<file path="src/rtl/icache_dm_pkg.sv">
// rtl/icache_dm_pkg.sv - shared constants and FSM encoding for the direct-mapped instruction cache
package icache_dm_pkg;

  localparam int          DEF_INDEX_BITS = 4;
  localparam int          DEF_WORD_BITS  = 2;
  localparam logic [31:0] NOP            = 32'h0000_0013;

  // Two-bit encoding leaves spare codes that the FSM folds back to idle.
  typedef enum logic [1:0] {
    ST_IDLE   = 2'b00,
    ST_REFILL = 2'b01
  } state_t;

endpackage

</file>
<file path="src/rtl/icache_dm_array.sv">
// rtl/icache_dm_array.sv - tag/valid/data storage with one write port and combinational read
module icache_dm_array #(
  parameter int INDEX_BITS = 4,
  parameter int WORD_BITS  = 2,
  parameter int TAG_BITS   = 24
) (
  input  logic                  clk,
  input  logic                  rst,
  input  logic                  clr_all,
  input  logic                  data_we,
  input  logic                  line_we,
  input  logic [INDEX_BITS-1:0] w_index,
  input  logic [WORD_BITS-1:0]  w_word,
  input  logic [31:0]           w_data,
  input  logic [TAG_BITS-1:0]   w_tag,
  input  logic [INDEX_BITS-1:0] r_index,
  input  logic [WORD_BITS-1:0]  r_word,
  output logic                  r_valid,
  output logic [TAG_BITS-1:0]   r_tag,
  output logic [31:0]           r_data
);

  localparam int LINES = 1 << INDEX_BITS;
  localparam int WORDS = 1 << WORD_BITS;

  logic [LINES-1:0]    valid_q;
  logic [TAG_BITS-1:0] tag_q  [LINES];
  logic [31:0]         data_q [LINES*WORDS];

  always_ff @(posedge clk or negedge rst) begin
    if (!rst) begin
      valid_q <= '0;
    end else if (clr_all) begin
      valid_q <= '0;
    end else if (line_we) begin
      valid_q[w_index] <= 1'b1;
    end
  end

  // Tag and data contents are never reset; the valid bits alone gate hits.
  always_ff @(posedge clk) begin
    if (line_we) begin
      tag_q[w_index] <= w_tag;
    end
    if (data_we) begin
      data_q[{w_index, w_word}] <= w_data;
    end
  end

  assign r_valid = valid_q[r_index];
  assign r_tag   = tag_q[r_index];
  assign r_data  = data_q[{r_index, r_word}];

endmodule

</file>
<file path="src/rtl/icache_dm.sv">
// rtl/icache_dm.sv - direct-mapped instruction cache with zero-latency hit and word-serial refill
module icache_dm
  import icache_dm_pkg::*;
#(
  parameter int INDEX_BITS = DEF_INDEX_BITS,
  parameter int WORD_BITS  = DEF_WORD_BITS
) (
  input  logic        clk,
  input  logic        rst,
  input  logic [31:0] addr,
  input  logic        req,
  output logic [31:0] data,
  output logic        valid,
  input  logic        flush,
  output logic        mem_req,
  output logic [31:0] mem_addr,
  input  logic [31:0] mem_rdata,
  input  logic        mem_rvalid
);

  localparam int LINE_LSB = WORD_BITS + 2;
  localparam int TAG_LSB  = LINE_LSB + INDEX_BITS;
  localparam int TAG_BITS = 32 - TAG_LSB;

  state_t                state_q, state_d;
  logic [WORD_BITS-1:0]  cnt_q, cnt_d;
  logic [31:LINE_LSB]    base_q, base_d;

  logic [WORD_BITS-1:0]  a_off;
  logic [INDEX_BITS-1:0] a_idx;
  logic [TAG_BITS-1:0]   a_tag;
  logic                  r_valid;
  logic [TAG_BITS-1:0]   r_tag;
  logic [31:0]           r_data;
  logic                  hit;
  logic                  data_we, line_we, clr_all;
  logic                  unused_byte_bits;

  assign a_off = addr[LINE_LSB-1:2];
  assign a_idx = addr[TAG_LSB-1:LINE_LSB];
  assign a_tag = addr[31:TAG_LSB];
  assign unused_byte_bits = ^addr[1:0];

  icache_dm_array #(
    .INDEX_BITS(INDEX_BITS),
    .WORD_BITS (WORD_BITS),
    .TAG_BITS  (TAG_BITS)
  ) u_array (
    .clk    (clk),
    .rst    (rst),
    .clr_all(clr_all),
    .data_we(data_we),
    .line_we(line_we),
    .w_index(base_q[TAG_LSB-1:LINE_LSB]),
    .w_word (cnt_q),
    .w_data (mem_rdata),
    .w_tag  (base_q[31:TAG_LSB]),
    .r_index(a_idx),
    .r_word (a_off),
    .r_valid(r_valid),
    .r_tag  (r_tag),
    .r_data (r_data)
  );

  // A flush cycle never reports a hit, even for a line still marked valid.
  assign hit   = (state_q == ST_IDLE) && req && !flush && r_valid && (r_tag == a_tag);
  assign valid = hit;
  assign data  = hit ? r_data : NOP;

  assign mem_req  = (state_q == ST_REFILL);
  assign mem_addr = mem_req ? {base_q, cnt_q, 2'b00} : 32'h0;

  always_ff @(posedge clk or negedge rst) begin
    if (!rst) begin
      state_q <= ST_IDLE;
      cnt_q   <= '0;
      base_q  <= '0;
    end else begin
      state_q <= state_d;
      cnt_q   <= cnt_d;
      base_q  <= base_d;
    end
  end

  always_comb begin
    state_d = state_q;
    cnt_d   = cnt_q;
    base_d  = base_q;
    data_we = 1'b0;
    line_we = 1'b0;
    clr_all = 1'b0;
    case (state_q)
      ST_IDLE: begin
        if (flush) begin
          clr_all = 1'b1;
        end else if (req && !hit) begin
          state_d = ST_REFILL;
          cnt_d   = '0;
          base_d  = addr[31:LINE_LSB];
        end
      end
      ST_REFILL: begin
        if (flush) begin
          clr_all = 1'b1;
          state_d = ST_IDLE;
          cnt_d   = '0;
        end else if (mem_rvalid) begin
          data_we = 1'b1;
          cnt_d   = cnt_q + 1'b1;
          if (cnt_q == '1) begin
            line_we = 1'b1;
            state_d = ST_IDLE;
          end
        end
      end
      default: begin
        state_d = ST_IDLE;
        cnt_d   = '0;
      end
    endcase
  end

endmodule
</file>
<file path="config.mk">
export PLATFORM = sky130hd
export DESIGN_NAME = icache_dm
export DESIGN_NICKNAME = d
export VERILOG_FILES = /design/src/rtl/icache_dm_pkg.sv /design/src/rtl/icache_dm_array.sv /design/src/rtl/icache_dm.sv
export SDC_FILE = /design/constraint.sdc
export NUM_CORES = 2
export LEC_CHECK = 0
export ABC_CLOCK_PERIOD_IN_PS = 3280
export BUFFER_PORTS_ARGS = -buffer_cell sky130_fd_sc_hd__buf_2
export CAP_MARGIN = 20
export CORE_UTILIZATION = 56
export DETAILED_ROUTE_END_ITERATION = 8
export HOLD_SLACK_MARGIN = 0.08
export PLACE_DENSITY_LB_ADDON = 0.15
export REMOVE_ABC_BUFFERS = 1
export SLEW_MARGIN = 15
export SYNTH_ARGS = -nofsm -noshare
export SYNTH_HDL_FRONTEND = slang
export SYNTH_SLANG_ARGS = --single-unit
</file>
<file path="constraint.sdc">
create_clock -name clk -period 3.28 [get_ports clk]
set_input_delay 0.328 -clock clk [delete_from_list [all_inputs] [get_ports clk]]
set_output_delay 0.328 -clock clk [all_outputs]
set_load 0.05 [all_outputs]
</file>
==> results summary <==
The height of the die is 415 um. The area occupied by registers is 74200 um2. Counting along the longest clock path gives a buffer depth of 3.

The footprint of the multi-input gates is 21100 um2. The total routing usage reported by global routing came out at 29.4%. The worst setup path is launched from a flop. Across all register-to-register paths, the minimum setup slack is 20 ps. The worst clock skew on the final layout is 32.4 ps.

The shortest clock period the worst path allows after layout is 4410 ps. In the post-route analysis, the smallest setup slack over all paths is -1130 ps. The worst min-delay path category is in -> reg. Clock tree synthesis selected as its root buffer the cell clkbuf_16.

The number of instances in the synthesized netlist is 3964. The arrival time of the worst setup path is 4090 ps. The slew at the pin with the worst max-slew slack came out at 1090 ps.

The total wire length after detailed routing is 251 mm. The count of endpoints failing hold in the final timing report came out at 0. The clock transition at the registers of the reported paths is 60 ps.

The overall overflow remaining after global route came out at 0. The final-layout setup total negative slack is -34170 ps. The detailed-route DRC error count came out at 0. The area of the mapped netlist is 95500 um2. The initial antenna violation count was 18. In this run the critical register-to-register path is captured at base_q[27].

Measured along the x axis, the die boundary spans 415 um. The path with the worst hold slack has its endpoint at u_array.data_q[51][9]. In this run the static leakage power is 36.0 nW. The final layout net count came out at 4651.

From synthesis to final layout, the design area changed by 17.8%. The detail route stage leaves a number of antenna-violating nets equal to 0. For this run, the top clock speed supported by timing is 227 MHz. The number of H-tree levels is 4. The library cell used most frequently in the layout, excluding fill and tap cells, is edfxtp_1.

The number of input and output port buffers inserted came out at 130. Yosys mapped a number of flops with a built-in enable equal to 2432. The post-route netlist has 38.0% of its cells at a drive strength greater than 1. The first global-routing pass estimated 351 mm of wire. The worst max-slew margin expressed relative to the limit came out at 27.5%. In this run the power density over the cells is 598 nW/um2.

The area of the placeable core came out at 169000 um2. The run finished, with violations left. Yosys mapped the design onto 57 distinct sky130hd cell types.

The most used flip-flop cell after synthesis is edfxtp_1. The number of clock buffers inserted by TritonCTS is 235. The initial core utilization is 56.4%. The count of standard-cell rows came out at 151. The ratio of final minimum period to clock period is 135%.

The post-synthesis register bit count came out at 2479. The worst hold path stage count came out at 1. After detailed routing, the number of vias per cell comes to 6.66. The number of clock sinks came out at 2479. After detailed routing, the average wire length per cell comes to 35.8 um. Detailed routing inserted a total of 46.7k vias. The depth of the most critical reg-to-reg path came out at 9. The required time at the worst-slack endpoint came out at 2950 ps. TritonCTS built the clock tree.

The die covers 172000 um2. The top cell types in the final layout, fill and taps aside, are edfxtp_1 (2432), mux4_2 (726), buf_4 (294). The largest fanout on the critical path is 12. The half-perimeter wire length of the detailed placement result came out at 145 mm.

IR analysis of the VDD net gives a maximum drop of 585 uV. The library cell occupying the most area in the post-synthesis netlist is edfxtp_1. Averaged over all synthesized cells, the footprint is 24.1 um2. The count of pins over their slew limit is 0.

The launch instance of the worst register-to-register path is u_array.tag_q[7][21]. The count of final setup violators is 33. The largest net degree at the start of global routing came out at 76. The routability congestion estimate from global placement is 0.847. For the worst-skew pair, the clock arrives at the later sink with an insertion delay of 870 ps. The setup path with the least slack is of type reg -> out. Sequential elements use 77.7% of the synthesized area. The count of fill cells added during filler insertion came out at 10.6k. The area fraction of the dominant cell type after synthesis is 76.5%. The count of warnings emitted by yosys is 0.

After synthesis, the cell types taking the most area are edfxtp_1 (77%), mux4_2 (17%), dfrtp_1 (1.2%). The checks that failed: setup timing. The number of DRC markers after the initial detailed-route iteration is 6253. The post-route total power came out at 67.2 mW. The number of top-level design ports came out at 135. The number of global-route vias before repair is 46.5k. The iteration count of the initial detailed-routing pass came out at 7. Setup repair after global routing could not meet its margin everywhere. The critical path capture point type is a primary output.

Max-cap violations in this run came to 0. The startpoint identified for the worst hold timing path is mem_rdata[9]. After synthesis, the share of flip-flops with an asynchronous set or reset is 1.90%.
state kept, by name, indices dropped and copies added (netlist names):
| signal | cells |
|---|---|
| cnt_q | 2 |
| u_array.tag_q | 384 |
| u_array.valid_q | 16 |
| u_array.data_q | 2048 |
| state_q | 1 |
| base_q | 28 |
kinds of logic after synthesis:
group | share of synthesized area, %
AOI/OAI and AO/OA | 0.712
xor gates and xnor gates | 0.303
adders and majority gates | 0.0131
DFF | 77.7
buffers and inverters | 1.00
other | 0.00393
muxes | 18.8
and+or+nand+nor | 1.41
area by class of cell:
type,instances,share of cell area (%)
repair buffers,592,5.67
flip-flops and latches,2479,66.0
diodes,9,0.0200
clock buffers,281,5.48
inverters,6,0.0222
multi-input cells,1267,18.8
clock inverters,158,1.60
well taps,2218,2.47
repair_timing:
item,4_1_cts,5_1_grt
hold buffers,30,4
resized for setup,59,12
pin swaps,6,6
setup endpoints to repair,33,42
cloned,0,2
endpoints found under the hold margin,67,120
buffers inserted,5,3
cells in the mapped netlist (2+ instances only):
library cell,count
a211oi_1,43
a21oi_1,3
a221oi_1,8
a22o_1,3
a31oi_1,2
a32oi_1,2
and2_1,29
buf_1,17
buf_2,39
buf_4,11
buf_6,6
clkbuf_1,140
dfrtp_1,47
edfxtp_1,2432
inv_1,5
mux2_2,43
mux2_4,9
mux2i_1,99
mux4_2,726
nand2_1,22
nand2b_1,10
nand3_1,7
nand3b_1,2
nand4_1,5
nand4b_1,2
nor2_1,113
nor2b_1,41
nor3_1,9
nor3b_1,4
nor4_1,4
nor4b_1,2
o2111ai_1,2
o211ai_1,2
o21a_1,2
o21ai_0,3
o21ba_2,4
o22ai_1,10
o31ai_1,2
or2_1,3
or3_1,2
or4_1,2
xnor2_1,24
xor2_1,9
where the power goes:
group          total [mW]  internal (mW)  switching (mW)
combinational        3.78           1.66            2.12
sequential           35.6           35.2           0.390
clock                27.9           16.1            11.7
total                67.2           53.0            14.2
critical path, cell delays in order (launching register included):
cell	delay (ps)
edfxtp_1	380
mux4_2	460
mux2i_1	180
mux2i_1	140
xnor2_1	250
or4b_4	510
nor4b_4	250
nand4b_1	180
buf_6	220
buf_12	170
a211oi_2	180
buf_4	160
buf_12	120
routing by layer:
metal,vias up,part of all wire [%],GRT usage (%)
met1,25400,38,41.2
met5,-,0,0
met2,2534,50,47.8
met3,462,8.6,4.45
li1,18300,-,-
met4,0,3.6,10.5
worst max-delay path by stage:
| stage | startpoint | end | slack [ps] |
|---|---|---|---|
| final | u_array.tag_q[0][2] | data[10] | -1130 |
| after floorplan | state_q[0] | data[10] | -1190 |
| after detailed placement | addr[5] | data[8] | -840 |
| after global routing | u_array.tag_q[10][2] | data[5] | -1240 |
| after global placement | addr[5] | data[8] | -820 |
| after CTS | u_array.tag_q[7][1] | data[10] | -1120 |
through the flow:
step	std cells	instance area, um2	worst slack, ps	utilization, %	hold WS [ps]
2_1_floorplan	3752	94500	-1190	-	32.4
3_5_place_dp	6519	104000	-841	61.3	416
6_report	7010	112000	-1130	66.4	178
4_1_cts	6991	112000	-1120	66.3	128
5_1_grt	7010	112000	-1240	66.4	189
3_3_place_gp	6519	104000	-817	61.3	420
(Power assumes the default switching activity.)
